===== src/rtl/serial_adder_if.sv =====
// ---------------------------------------------------------------------------
// serial_adder_if : operand/result bundle for serial_adder (master = driver)
// Revision 1.0 ; ovf only when SERIAL_ADDER_OVF_EN is defined
// ---------------------------------------------------------------------------
`default_nettype none

interface serial_adder_if #(
  parameter int WIDTH = 8
);
  logic             start;
  logic             bit_valid;
  logic             a_bit;
  logic             b_bit;
  logic             busy;
  logic             sum_bit;
  logic             sum_valid;
  logic [WIDTH-1:0] sum_word;
  logic             cout;
  logic             done;
`ifdef SERIAL_ADDER_OVF_EN
  logic             ovf;

  modport master (
    output start, bit_valid, a_bit, b_bit,
    input  busy, sum_bit, sum_valid, sum_word, cout, done, ovf
  );
  modport slave (
    input  start, bit_valid, a_bit, b_bit,
    output busy, sum_bit, sum_valid, sum_word, cout, done, ovf
  );
`else
  modport master (
    output start, bit_valid, a_bit, b_bit,
    input  busy, sum_bit, sum_valid, sum_word, cout, done
  );
  modport slave (
    input  start, bit_valid, a_bit, b_bit,
    output busy, sum_bit, sum_valid, sum_word, cout, done
  );
`endif
endinterface

`default_nettype wire


===== src/rtl/serial_adder.sv =====
// ---------------------------------------------------------------------------
// serial_adder : bit-serial LSB-first ripple adder, serial and word result
// Revision 1.0 ; signed overflow output enabled by SERIAL_ADDER_OVF_EN
// ---------------------------------------------------------------------------
`default_nettype none

module serial_adder #(
  parameter int WIDTH = 8
) (
  input  wire            clk,
  input  wire            rst,
  serial_adder_if.slave  bus
);

  localparam int CW = $clog2(WIDTH + 1);
  localparam logic [CW-1:0] LAST_BEAT = CW'(WIDTH - 1);

  typedef enum logic [1:0] {
    S_IDLE = 2'd0,
    S_RUN  = 2'd1,
    S_DONE = 2'd2
  } state_t;

  state_t           state_q;
  logic             carry_q;
  logic [CW-1:0]    cnt_q;
  logic             busy_q;
  logic             sum_bit_q;
  logic             sum_valid_q;
  logic [WIDTH-1:0] sum_word_q;
  logic             cout_q;
  logic             done_q;

  logic             sum_d;
  logic             carry_d;

  assign sum_d   = bus.a_bit ^ bus.b_bit ^ carry_q;
  assign carry_d = (bus.a_bit & bus.b_bit) | (carry_q & (bus.a_bit ^ bus.b_bit));

`ifdef SERIAL_ADDER_OVF_EN
  logic ovf_q;
  logic ovf_d;
  // Overflow: operands agree in sign but the sign of the sum differs.
  assign ovf_d   = (bus.a_bit == bus.b_bit) && (sum_d != bus.a_bit);
  assign bus.ovf = ovf_q;
`endif

  always_ff @(posedge clk) begin
    if (rst) begin
      state_q     <= S_IDLE;
      carry_q     <= 1'b0;
      cnt_q       <= '0;
      busy_q      <= 1'b0;
      sum_bit_q   <= 1'b0;
      sum_valid_q <= 1'b0;
      sum_word_q  <= '0;
      cout_q      <= 1'b0;
      done_q      <= 1'b0;
`ifdef SERIAL_ADDER_OVF_EN
      ovf_q       <= 1'b0;
`endif
    end else begin
      sum_valid_q <= 1'b0;
      done_q      <= 1'b0;
      case (state_q)
        S_IDLE: begin
          if (bus.start) begin
            state_q    <= S_RUN;
            busy_q     <= 1'b1;
            carry_q    <= 1'b0;
            cnt_q      <= '0;
            sum_word_q <= '0;
            cout_q     <= 1'b0;
`ifdef SERIAL_ADDER_OVF_EN
            ovf_q      <= 1'b0;
`endif
          end
        end
        S_RUN: begin
          if (bus.bit_valid) begin
            sum_bit_q   <= sum_d;
            sum_valid_q <= 1'b1;
            sum_word_q  <= {sum_d, sum_word_q[WIDTH-1:1]};
            carry_q     <= carry_d;
            cnt_q       <= cnt_q + 1'b1;
            if (cnt_q == LAST_BEAT) begin
              state_q <= S_DONE;
              busy_q  <= 1'b0;
              done_q  <= 1'b1;
              cout_q  <= carry_d;
`ifdef SERIAL_ADDER_OVF_EN
              ovf_q   <= ovf_d;
`endif
            end
          end
        end
        default: begin
          state_q <= S_IDLE;
        end
      endcase
    end
  end

  assign bus.busy      = busy_q;
  assign bus.sum_bit   = sum_bit_q;
  assign bus.sum_valid = sum_valid_q;
  assign bus.sum_word  = sum_word_q;
  assign bus.cout      = cout_q;
  assign bus.done      = done_q;

endmodule

`default_nettype wire


===== src/flat_wrapper.sv =====
// flat-port wrapper written by rule: the top's interface ports become plain ports
module serial_adder_flat 
#(
  parameter int WIDTH = 8
)
  (clk, rst, bus_start, bus_bit_valid, bus_a_bit, bus_b_bit, bus_busy, bus_sum_bit, bus_sum_valid, bus_sum_word, bus_cout, bus_done);
  serial_adder_if #(.WIDTH(WIDTH)) bus_i ();
  input  wire clk;
  input  wire rst;
  input wire logic [$bits(bus_i.start)-1:0] bus_start;
  input wire logic [$bits(bus_i.bit_valid)-1:0] bus_bit_valid;
  input wire logic [$bits(bus_i.a_bit)-1:0] bus_a_bit;
  input wire logic [$bits(bus_i.b_bit)-1:0] bus_b_bit;
  output wire logic [$bits(bus_i.busy)-1:0] bus_busy;
  output wire logic [$bits(bus_i.sum_bit)-1:0] bus_sum_bit;
  output wire logic [$bits(bus_i.sum_valid)-1:0] bus_sum_valid;
  output wire logic [$bits(bus_i.sum_word)-1:0] bus_sum_word;
  output wire logic [$bits(bus_i.cout)-1:0] bus_cout;
  output wire logic [$bits(bus_i.done)-1:0] bus_done;
  assign bus_i.start = bus_start;
  assign bus_i.bit_valid = bus_bit_valid;
  assign bus_i.a_bit = bus_a_bit;
  assign bus_i.b_bit = bus_b_bit;
  assign bus_busy = bus_i.busy;
  assign bus_sum_bit = bus_i.sum_bit;
  assign bus_sum_valid = bus_i.sum_valid;
  assign bus_sum_word = bus_i.sum_word;
  assign bus_cout = bus_i.cout;
  assign bus_done = bus_i.done;
  serial_adder #(.WIDTH(WIDTH)) u_core (.clk(clk), .rst(rst), .bus(bus_i));
endmodule

===== config.mk =====
export PLATFORM = sky130hd
export DESIGN_NAME = serial_adder_flat
export DESIGN_NICKNAME = d
export VERILOG_FILES = /design/src/rtl/serial_adder_if.sv /design/src/rtl/serial_adder.sv /design/src/flat_wrapper.sv
export SDC_FILE = /design/constraint.sdc
export NUM_CORES = 1
export LEC_CHECK = 0
export ABC_CLOCK_PERIOD_IN_PS = 1600
export CAP_MARGIN = 20
export CORE_MARGIN = 8
export CORE_UTILIZATION = 47
export CTS_CLUSTER_SIZE = 30
export DETAILED_ROUTE_END_ITERATION = 16
export GPL_TIMING_DRIVEN = 0
export PLACE_DENSITY_LB_ADDON = 0.12
export SYNTH_ARGS = -nofsm -noshare
export SYNTH_HDL_FRONTEND = slang
export SYNTH_SLANG_ARGS = --single-unit
export TNS_END_PERCENT = 30

===== constraint.sdc =====
create_clock -name clk -period 1.6 [get_ports clk]
set_input_delay 0.32 -clock clk [delete_from_list [all_inputs] [get_ports clk]]
set_output_delay 0.32 -clock clk [all_outputs]
set_load 0.02 [all_outputs]

[Word level (Yosys, flattened, before mapping)]
Index checks and enable logic that the tools add are counted.
Storage, ports and cells
  flip-flop bits (word level): 20
  input port bits: 6
  output and inout bits: 13
  word-level logic and storage cells: 52
Cells by class
  add/sub/neg operators: 1
  equality and inequality tests: 5
  mux-type cells: 22
  bitwise logic cells: 7
  reduce and logical (&&, ||, !) cells: 8
Operators by type and width (number)
  $mux W8: 2
  $pmux W8 S2: 1
  $mux W1: 9
  $mux W4: 2
  $pmux W4 S2: 1
  $mux W2: 3
  $pmux W1 S2: 3
  $reduce_and A3 Y1: 2
  $add A4 B1 Y4 const B: 1
  $eq A4 B3 Y1 const B: 1
  $ne A2 B2 Y1 const B: 2
  $pmux W2 S2: 1
  $reduce_and A4 Y1: 1
  $reduce_or A3 Y1: 1
  $and A1 B1 Y1: 2
  $eq A2 B1 Y1 const B: 1
  $logic_not A2 Y1: 1
  $ne A2 B1 Y1 const B: 1
  $not A1 Y1: 2
  $reduce_and A2 Y1: 1
  $reduce_bool A2 Y1: 1
  $reduce_or A2 Y1: 1
  $xor A1 B1 Y1: 2
  $or A1 B1 Y1: 1

[Longest topological paths before layout]
  word-level depth: 6
  depth in mapped cells: 5
  mapped depth without buffers: 5

[Worst setup path before layout]
Ideal clock, no wire load.
  path type: register -> register
  start point: register u_core.cnt_q[0]
  end point: register u_core.cout_q, in the netlist u_core.bus.cout
  library setup time: 0.117 ns
  data arrival time: 1.152 ns
  data required time: 1.483 ns
  path slack: 0.331 ns
  stages on the path, launching flop included: 5
  clock period less this slack: 1.269 ns
  cells stage by stage: dfxtp_1 > ha_1 > nand4b_1 > mux2_2 > a22o_1
On the way
  cells in the longest elaborated chain, start to end: 3
RTL lines
  start: declaration: line serial_adder.sv:26  | logic [CW-1:0] cnt_q;
  start signal: assignment: line serial_adder.sv:85  | cnt_q <= cnt_q + 1'b1;
  $eq A4 B3 Y1: line serial_adder.sv:86  | if (cnt_q == LAST_BEAT) begin
  $ne A2 B1 Y1 (no line)
  $reduce_and A4 Y1 (no line)
  end signal: assignment: line serial_adder.sv:90  | cout_q <= carry_d;
  end: declaration: line serial_adder.sv:31  | logic cout_q;
Every way passes these cells.
A chain may end at the register's enable or synchronous reset.

[Worst setup path after layout]
  start point: register u_core.sum_word_q[4], in the netlist u_core.bus.sum_word[4]
  end point: output port bus_sum_word[4]
RTL lines
  start: declaration: line serial_adder.sv:30  | logic [WIDTH-1:0] sum_word_q;
  start signal: assignment: line serial_adder.sv:83  | sum_word_q <= {sum_d, sum_word_q[WIDTH-1:1]};
  end: declaration: line flat_wrapper.sv:17  | output wire logic [$bits(bus_i.sum_word)-1:0] bus_sum_word;
No word-level cell between the ends.

==> out/qor.yml <==
run_status:
  status: "completed"
synthesis:
  yosys_warnings: 0
  syn_area_per_cell_um2: 9.128
  synth_area_um2: 803.3
  synthCells: 88
  synth_cell_types: 29
  ys_ff_latch: 20
  ys_seq_area_share_pct: 49.84
  synth_nets: 96
clocking:
  clk_root_buffer_cell: "clkbuf_4"
  cts_buffer_depth: 2
  cts.sinks: 20
  cts_hold_buf: 0
  numCtsBuffers: 3
  cts.clk_slew.worst_paths_ns: 0.12
  h-tree-depth: 1
  cts_tree: "yes"
  clk_latency_ns: 0.30
placement:
  placedInstanceArea_um2: 1005
  port_buffers: 18
  place.gp.congestion: 0.7101
  placed_cells: 123
  place_ws_ns: -0.1708
  hpwlAfterDp_um: 1273
floorplan:
  io_pins: 19
  die_w_um: 57.34
  die_h_um: 57.34
  die-area_um2: 3288
  core_area_um2: 1670
  initial_core_util_pct: 48.09
  rows: 15
worst_setup_path:
  cp.arrival_ns: 1.24
  critPathCaptureType: "output port"
  worstSetupPathType: "flip-flop to output port"
  start_kind: "flip-flop"
  cp_max_fo: 2
  crit_slowest_cell: "clkdlybuf4s50_1"
  worst-path-buf-inv: 1
  cpLargestDelayFamily: "buffers and inverters"
  crit_path_cell_trace: "clkdlybuf4s50_1"
  critPathMaxStageDelay_ns: 0.60
  required_ns: 1.28
finish:
  nNetsFinal: 119
  final_common_cell: "dfxtp_1"
  most-common-layout-cells: "dfxtp_1, nand2_1, o21ai_0, a21oi_1, clkdlybuf4s50_1"
  final_cell_area_um2: 1076
  synthToLayoutAreaGrowth_pct: 33.96
  instances_no_fill: 127
  antennaDiodeCount: 0
  utilization_pct: 64.42
  drive_above_1_share_pct: 6.364
sta:
  slew_violations: 0
  finalCriticalPeriod_ns: 1.563
  grt_setup_unrepaired: "no"
  fmax_mhz: 640.0
  skew_ns: 0.002246
  tns_ns: 0
  tightestPinTransition_ns: 0.4443
  slew-limit-headroom_pct: 70.38
  setup_ws_ns: 0.03739
  post-route-period-util_pct: 97.66
  setup_viol: 0
  hold_slack_ns: 0.4689
  finalHoldViolations: 0
pwr:
  power_density_nw_per_um2: 950.9
  p_leak_nw: 0.5097
  ir_drop_mv: 0.6201
  power.total_mw: 1.023
min_path:
  min_path_type: "flip-flop to flip-flop"
drt:
  wl_um: 1690
  route.detailed.drc: 0
  drtIter0Drc: 18
  viasPerCell: 5.543
  ant_nets: 0
  drt_first_pass_iters: 4
  vias: 704
  wl_per_cell_um: 13.31
run:
  cap_violations: 0
global_routing:
  grt_pass1_vias: 654
  grtUsageTotal_pct: 10.50
  globalRouteOverflowTotal: 0
  grt_pass1_wl_um: 2829
  antenna_found_initial: 0
  grt_start_max_net_pins: 13
sequential cells by signal, summed over array words and instances (netlist names):
name / count
u_core.bus.busy: 1
u_core.bus.cout: 1
u_core.bus.done: 1
u_core.bus.sum_bit: 1
u_core.bus.sum_valid: 1
u_core.bus.sum_word: 8
u_core.carry_q: 1
u_core.cnt_q: 4
u_core.state_q: 2
cells in the mapped netlist, drive strengths merged:
library cell	count	area share (%)
ha	1	1.6
o31ai	1	0.93
nand2b	2	1.6
clkbuf	3	1.4
or4	1	0.93
nor2	3	1.4
nor4	2	1.6
dfxtp	20	50
nand3b	1	0.93
and3b	1	1.1
buf	1	0.93
nor3	1	0.62
nand3	1	0.62
mux2	1	1.4
o21ai	8	5.0
a22o	1	1.1
o22ai	3	2.3
or3	1	0.78
fa	1	2.5
o21bai	1	0.93
nand4b	1	1.1
a21oi	8	5.0
mux2i	1	1.7
a21o	1	0.93
nor2b	1	0.78
a211oi	2	1.9
o32ai	3	3.3
nand2	10	4.7
inv	7	3.3
power breakdown:
| part | leakage [nW] | switching, mW | internal [mW] | total, mW |
|---|---|---|---|---|
| Clock | 0.0279 | 0.159 | 0.253 | 0.412 |
| Sequential | 0.162 | 0.00612 | 0.508 | 0.515 |
| Combinational | 0.319 | 0.0561 | 0.0401 | 0.0962 |
| Total | 0.510 | 0.222 | 0.802 | 1.02 |
area by class of cell:
class	count	area, um^2
buffer	4	18.77
clock buffer	3	22.52
clock inverter	1	30.03
fill	148	594.3
inverter	7	26.28
multi-input combinational	57	366.6
sequential	20	400.4
tap	17	21.27
timing repair buffer	18	190.2
repair_timing:
item                                    CTS  global route
setup buffers                             0             0
endpoints found under the hold margin     0             0
resized for setup                         4             7
endpoints found under the setup margin    4             7
worst paths after layout:
kind         slack, ns                     end                   start  cells after the start
min               0.47  u_core.bus.sum_word[1]  u_core.bus.sum_word[2]                      2
max               0.04         bus_sum_word[4]  u_core.bus.sum_word[4]                      1
max reg2reg       0.20  u_core.bus.sum_word[7]       u_core.state_q[1]                      3
min reg2reg       0.47  u_core.bus.sum_word[1]  u_core.bus.sum_word[2]                      2
routing by layer:
metal  wire (um)  share of wire (%)  global-route usage [%]
met1         781                 46                   12.90
met2         834                 49                   17.20
met3          57                3.4                   2.242
met4          17                1.0                   4.286
met5           0                  0                       0
cells by family (layout without fill, tap and decap cells):
logic type	Yosys count	count (layout)	synth area share, %
compound gates	28	28	21.34
fa+ha+maj	2	2	4.050
buf+inv	11	33	5.608
flops	20	20	49.84
mux	2	2	3.115
simple gates	25	25	16.04
No activity file was read; power rests on OpenSTA's default activity.
